==> config.mk <==
export PLATFORM = sky130hd
export DESIGN_NAME = pipeline_inv_div_flat
export DESIGN_NICKNAME = d
export VERILOG_FILES = /design/src/rtl/pipeline_pkg.sv /design/src/rtl/pipeline_inv_div_if.sv /design/src/rtl/inv_div_step.sv /design/src/rtl/pipeline_inv_div.sv /design/src/flat_wrapper.sv
export SDC_FILE = /design/constraint.sdc
export NUM_CORES = 1
export LEC_CHECK = 0
export CORE_MARGIN = 5
export CORE_UTILIZATION = 59
export CTS_BUF_LIST = sky130_fd_sc_hd__clkbuf_4
export CTS_CLUSTER_SIZE = 30
export DETAILED_ROUTE_END_ITERATION = 7
export DONT_BUFFER_PORTS = 1
export PLACE_DENSITY = 0.84
export SLEW_MARGIN = 20
export SYNTH_ARGS = -nofsm -noshare
export SYNTH_HDL_FRONTEND = slang
export SYNTH_SLANG_ARGS = --single-unit
==> constraint.sdc <==
create_clock -name clk1 -period 2.4 [get_ports clk1]
set_clock_uncertainty 0.2 [all_clocks]
set_input_delay 0.48 -clock clk1 [delete_from_list [all_inputs] [get_ports clk1]]
set_output_delay 0.48 -clock clk1 [all_outputs]
set_load 0.01 [all_outputs]
==> src/rtl/pipeline_pkg.sv <==
// Shared constants and types for the arithmetic pipeline and its inverse divider.
package pipeline_pkg;

  localparam int unsigned PIPE_DW = 12;
  localparam int unsigned PIPE_VW = 4;

  // Quotient reported when the divisor is zero.
  localparam logic [PIPE_DW-1:0] DIV0_QUOT = '1;

  typedef enum logic [1:0] {
    IDLE,
    CALC,
    DONE
  } inv_div_state_t;

endpackage

==> src/rtl/pipeline_inv_div_if.sv <==
// Operand/result handshake bundle for pipeline_inv_div.
interface pipeline_inv_div_if
  import pipeline_pkg::*;
#(
  parameter int unsigned DW = PIPE_DW,
  parameter int unsigned VW = PIPE_VW
) ();

  logic          in_valid;
  logic          in_ready;
  logic [DW-1:0] f_in;
  logic [VW-1:0] d_in;
  logic          out_valid;
  logic          out_ready;
  logic [DW-1:0] x3_out;
  logic [VW-1:0] rem_out;
  logic          div0;

  // Producer/consumer side.
  modport master (
    output in_valid, f_in, d_in, out_ready,
    input  in_ready, out_valid, x3_out, rem_out, div0
  );

  // Divider side.
  modport slave (
    input  in_valid, f_in, d_in, out_ready,
    output in_ready, out_valid, x3_out, rem_out, div0
  );

endinterface

==> src/rtl/inv_div_step.sv <==
// One restoring-division step: shift in a dividend bit, trial-subtract, restore.
module inv_div_step
  import pipeline_pkg::*;
#(
  parameter int unsigned VW = PIPE_VW
) (
  input  logic [VW:0]   rem_i,
  input  logic          bit_i,
  input  logic [VW-1:0] dvs_i,
  output logic [VW:0]   rem_o,
  output logic          q_o
);

  logic [VW+1:0] shifted;
  logic [VW:0]   diff;

  // Partial remainder stays below the divisor, so a kept difference fits VW+1 bits.
  always_comb begin
    shifted = {rem_i, bit_i};
    diff    = shifted[VW:0] - {1'b0, dvs_i};
    q_o     = (shifted >= (VW+2)'(dvs_i));
    rem_o   = q_o ? diff : shifted[VW:0];
  end

endmodule

==> src/rtl/pipeline_inv_div.sv <==
// Iterative restoring divider recovering X3 = F / d from the arithmetic pipeline.
// Optional macro INV_DIV_EARLY_EXIT_EN: d == 1 and F < d finish in one cycle.
module pipeline_inv_div
  import pipeline_pkg::*;
#(
  parameter int unsigned DW = PIPE_DW,
  parameter int unsigned VW = PIPE_VW
) (
  input  logic               clk1,
  input  logic               rst,
  pipeline_inv_div_if.slave  bus
);

  localparam int unsigned CW = (DW > 1) ? $clog2(DW) : 1;

  inv_div_state_t state_q, state_d;
  logic [CW-1:0]  cnt_q, cnt_d;
  logic [DW-1:0]  dvd_q, dvd_d;       // dividend bits shift out MSB, quotient bits shift in LSB
  logic [VW-1:0]  dvs_q, dvs_d;
  logic [VW:0]    prem_q, prem_d;
  logic [DW-1:0]  x3_q, x3_d;
  logic [VW-1:0]  rem_out_q, rem_out_d;
  logic           div0_q, div0_d;
  logic [VW:0]    step_rem;
  logic           step_q;

  inv_div_step #(.VW(VW)) u_step (
    .rem_i (prem_q),
    .bit_i (dvd_q[DW-1]),
    .dvs_i (dvs_q),
    .rem_o (step_rem),
    .q_o   (step_q)
  );

  // Next-state and datapath update.
  always_comb begin
    state_d   = state_q;
    cnt_d     = cnt_q;
    dvd_d     = dvd_q;
    dvs_d     = dvs_q;
    prem_d    = prem_q;
    x3_d      = x3_q;
    rem_out_d = rem_out_q;
    div0_d    = div0_q;
    case (state_q)
      IDLE: begin
        if (bus.in_valid) begin
          dvd_d  = bus.f_in;
          dvs_d  = bus.d_in;
          prem_d = '0;
          cnt_d  = CW'(DW-1);
          if (bus.d_in == '0) begin
            state_d   = DONE;
            x3_d      = DW'(DIV0_QUOT);
            rem_out_d = bus.f_in[VW-1:0];
            div0_d    = 1'b1;
          end
`ifdef INV_DIV_EARLY_EXIT_EN
          else if (bus.d_in == VW'(1)) begin
            state_d   = DONE;
            x3_d      = bus.f_in;
            rem_out_d = '0;
            div0_d    = 1'b0;
          end
          else if (bus.f_in < DW'(bus.d_in)) begin
            state_d   = DONE;
            x3_d      = '0;
            rem_out_d = bus.f_in[VW-1:0];
            div0_d    = 1'b0;
          end
`endif
          else begin
            state_d = CALC;
          end
        end
      end
      CALC: begin
        dvd_d  = {dvd_q[DW-2:0], step_q};
        prem_d = step_rem;
        cnt_d  = cnt_q - CW'(1);
        if (cnt_q == '0) begin
          state_d   = DONE;
          x3_d      = {dvd_q[DW-2:0], step_q};
          rem_out_d = step_rem[VW-1:0];
          div0_d    = 1'b0;
        end
      end
      DONE: begin
        if (bus.out_ready) state_d = IDLE;
      end
      default: state_d = IDLE;
    endcase
  end

  // State and datapath registers; reset discards any in-flight division.
  always_ff @(posedge clk1 or posedge rst) begin
    if (rst) begin
      state_q   <= IDLE;
      cnt_q     <= '0;
      dvd_q     <= '0;
      dvs_q     <= '0;
      prem_q    <= '0;
      x3_q      <= '0;
      rem_out_q <= '0;
      div0_q    <= 1'b0;
    end else begin
      state_q   <= state_d;
      cnt_q     <= cnt_d;
      dvd_q     <= dvd_d;
      dvs_q     <= dvs_d;
      prem_q    <= prem_d;
      x3_q      <= x3_d;
      rem_out_q <= rem_out_d;
      div0_q    <= div0_d;
    end
  end

  assign bus.in_ready  = (state_q == IDLE);
  assign bus.out_valid = (state_q == DONE);
  assign bus.x3_out    = x3_q;
  assign bus.rem_out   = rem_out_q;
  assign bus.div0      = div0_q;

endmodule
==> src/flat_wrapper.sv <==
// flat-port wrapper written by rule: the top's interface ports become plain ports
module pipeline_inv_div_flat import pipeline_pkg::*;
#(
  parameter int unsigned DW = PIPE_DW,
  parameter int unsigned VW = PIPE_VW
)
  (clk1, rst, bus_in_valid, bus_f_in, bus_d_in, bus_out_ready, bus_in_ready, bus_out_valid, bus_x3_out, bus_rem_out, bus_div0);
  pipeline_inv_div_if #(.DW(DW), .VW(VW)) bus_i ();
  input  logic clk1;
  input  logic rst;
  input wire logic [$bits(bus_i.in_valid)-1:0] bus_in_valid;
  input wire logic [$bits(bus_i.f_in)-1:0] bus_f_in;
  input wire logic [$bits(bus_i.d_in)-1:0] bus_d_in;
  input wire logic [$bits(bus_i.out_ready)-1:0] bus_out_ready;
  output wire logic [$bits(bus_i.in_ready)-1:0] bus_in_ready;
  output wire logic [$bits(bus_i.out_valid)-1:0] bus_out_valid;
  output wire logic [$bits(bus_i.x3_out)-1:0] bus_x3_out;
  output wire logic [$bits(bus_i.rem_out)-1:0] bus_rem_out;
  output wire logic [$bits(bus_i.div0)-1:0] bus_div0;
  assign bus_i.in_valid = bus_in_valid;
  assign bus_i.f_in = bus_f_in;
  assign bus_i.d_in = bus_d_in;
  assign bus_i.out_ready = bus_out_ready;
  assign bus_in_ready = bus_i.in_ready;
  assign bus_out_valid = bus_i.out_valid;
  assign bus_x3_out = bus_i.x3_out;
  assign bus_rem_out = bus_i.rem_out;
  assign bus_div0 = bus_i.div0;
  pipeline_inv_div #(.DW(DW), .VW(VW)) u_core (.clk1(clk1), .rst(rst), .bus(bus_i));
endmodule
==> impl_metrics.py <==
metrics = {
    "worst_setup_path": {
        "ff2ff_setup_slack_ns": -0.05,
        "critical_path_class": "flip-flop to flip-flop",
        "cp-end-kind": "flip-flop",
        "reg2reg_from": "u_core.dvd_q[11]$_DFFE_PP0P_",
        "ff2ff_path_depth": 8,
        "cp_max_fo": 7,
        "cp-start-kind": "flip-flop",
        "required_ns": 2.45,
        "arrival_ns": 2.50,
        "r2r_end": "u_core.bus.rem_out[3]$_DFFE_PP0P_",
    },
    "clocking": {
        "cts-root-buf": "clkbuf_4",
        "cts_tree": "built",
        "cts_sinks": 44,
        "cts_buffers": 5,
        "cts_buffer_depth": 2,
        "cts.htree.levels": 2,
        "clk_latency_ns": 0.37,
        "clk_pin_slew_ns": 0.14,
    },
    "grt": {
        "overflow": 0,
        "antenna_found_initial": 0,
        "grt_max_degree": 45,
        "grt_pass1_wl_um": 8560,
        "track_usage_pct": 22.2,
        "grt_pass1_vias": 1755,
    },
    "run_status": {
        "status": "finished, violations left",
        "violations": "negative setup slack",
    },
    "routing": {
        "drt_iter0_markers": 139,
        "drc": 0,
        "vias_per_cell": 6.25,
        "wl_um": 5070,
        "wl_met3_um": 423,
        "vias": 1662,
        "first_pass_iters": 4,
        "met1_length_um": 2030,
        "wl_met2_um": 2530,
        "wl_per_cell_um": 19.1,
        "top_layer_used": "met4",
        "drtAntennaViolNets": 0,
    },
    "synth": {
        "async_flop_share_pct": 100,
        "yosysSeqAreaShare_pct": 53.0,
        "synth-seq-cells": 44,
        "ys.flop_type": "dfrtp_1",
        "ys_types": 40,
        "netlist_instances": 205,
        "synth_nets": 232,
        "syn_area_per_cell_um2": 10.1,
        "synth_edf_count": 0,
        "netlist_area_um2": 2080,
        "yosys_warnings": 0,
    },
    "layout": {
        "drive_gt1_share_pct": 18.6,
        "n_antenna_cell": 0,
        "area_delta_synth_final_pct": 14.6,
        "final_common_cell": "dfrtp_1",
        "final_cells": 266,
        "final_cell_mix": "dfrtp_1, nand2_1, buf_4",
        "fin_nets": 246,
    },
    "sta": {
        "worst_slack_ns": -0.0533,
        "rsz0062_at_grt": "yes",
        "setup_violations": 2,
        "max_freq_ghz": 0.408,
        "worst-slew-pin-transition_ns": 0.812,
        "slew_headroom_pct": 45.9,
        "slew_viol_final": 0,
        "min_period_ns": 2.45,
        "period_share_pct": 102,
        "hold_ws_ns": 0.00961,
        "final_hold_viol_count": 0,
    },
    "place": {
        "hpwl_um": 3450,
        "portBuffers": 0,
        "routabilityCongestion": 0.846,
        "placed_cells": 254,
    },
    "floorplanning": {
        "start_util_pct": 61.7,
        "die_w_um": 69.3,
        "die_h_um": 69.3,
        "die_area_um2": 4800,
        "core_area_um2": 3360,
        "std_cell_rows": 21,
        "io_pins": 39,
    },
    "pwr": {
        "power_density_nw_per_um2": 1660,
        "peakVddDrop_mv": 0.774,
        "p_leak_uw": 0.00105,
    },
    "min_path": {
        "hold_depth": 1,
        "worst_hold_path_type": "primary input to flip-flop",
        "holdPathEnd": "u_core.state_q[1]$_DFFE_PP0P_",
        "hp-start": "bus_out_ready",
    },
    "run": {
        "cap_violations": 0,
    },
}
-- area by class of cell --
class,instances,area [µm²]
Timing Repair Buffer,17,136
Clock buffer,5,37.5
Multi-Input combinational cell,138,952
Tap cell,46,57.6
Inverter,13,48.8
Fill cell,259,983
Clock inverter,3,46.3
Sequential cell,44,1100
-- worst max-delay path by stage --
stage	startpoint	to	cells after the start
2_1_floorplan	u_core.dvd_q[11]$_DFFE_PP0P_	u_core.bus.rem_out[0]$_DFFE_PP0P_	9
3_3_place_gp	u_core.dvd_q[11]$_DFFE_PP0P_	u_core.bus.rem_out[0]$_DFFE_PP0P_	8
5_1_grt	u_core.dvd_q[11]$_DFFE_PP0P_	u_core.bus.rem_out[3]$_DFFE_PP0P_	8
6_report	u_core.dvd_q[11]$_DFFE_PP0P_	u_core.bus.rem_out[3]$_DFFE_PP0P_	8
4_1_cts	u_core.dvd_q[11]$_DFFE_PP0P_	u_core.bus.rem_out[0]$_DFFE_PP0P_	8
3_5_place_dp	u_core.dvd_q[11]$_DFFE_PP0P_	u_core.bus.rem_out[0]$_DFFE_PP0P_	8
-- cell usage after synthesis (all sizes together) (2+ instances only) --
cell,n,area (µm²)
a21oi,4,20.0
dfrtp,44,1100
o21ai,12,60.1
xnor2,3,26.3
nor4,2,12.5
nor3b,2,20.0
nand3,2,10.0
clkbuf,7,26.3
a22o,2,17.5
a211o,2,17.5
nand3b,2,15.0
buf,3,23.8
a22oi,9,67.6
a211oi,2,15.0
inv,13,48.8
nor2,10,37.5
o22a,12,106
nand2b,2,12.5
a21o,4,31.3
nand2,41,154
a31oi,5,31.3
ha,6,75.1
a2111oi,4,35.0
-- repair_timing --
| action | CTS | global route |
|---|---|---|
| gates cloned | 0 | 0 |
| endpoints found under the hold margin | 44 | 1 |
| endpoints found under the setup margin | 7 | 8 |
| hold buffers | 1 | 1 |
| resized for setup | 6 | 15 |
| pin swaps | 1 | 6 |
| buffers inserted | 0 | 2 |
-- cells by family after synthesis --
kind of cell | Yosys count | share of synthesized area [%]
AO/OA/AOI/OAI | 61 | 21.3
XOR/XNOR | 4 | 1.69
adder cells (fa/ha/maj) | 7 | 4.58
buffers and inverters | 23 | 4.76
flip-flops | 44 | 53.0
multiplexers | 1 | 0.542
AND/OR/NAND/NOR | 65 | 14.1
-- metrics by stage --
step                      setup TNS (ns)  instance area [µm²]  total power (µW)  util, %  setup slack [ns]
after floorplan                        0                 2080              2670        -            0.0118
final                            -0.0716                 2380              3950     70.8           -0.0533
after global placement         -0.000815                 2180              3020     64.8         -0.000815
after global routing              -0.280                 2380              4250     70.8           -0.0933
after CTS                              0                 2290              3660     68.1           0.00275
after detailed placement          -0.168                 2180              3120     64.8           -0.0626
-- sequential cells by signal (all words and copies together), names as in the netlist --
register	count
u_core.bus.x3_out	12
u_core.dvd_q	12
u_core.prem_q	5
u_core.bus.rem_out	4
u_core.cnt_q	4
u_core.dvs_q	4
u_core.state_q	2
u_core.bus.div0	1
-- critical path: stages (launching register included) --
cell and delay [ns]:
dfrtp_1 0.41, inv_2 0.08, ha_4 0.13, inv_2 0.04, fa_2 0.38, a21o_4 0.26, a211o_4 0.39, a311oi_1 0.30
o21ai_0 0.16
-- routing by layer --
layer  up-vias  GRT usage [%]
met5         -              0
met4         0           7.81
met3         9           8.84
li1        758              -
met1       831           26.6
met2        64           36.2
-- power breakdown --
group	total [µW]	internal (µW)	switching, µW
registers	1470	1110	361
clock network	481	223	258
logic	2000	925	1080
total	3950	2260	1700
Power figures use the tool's default switching activity.
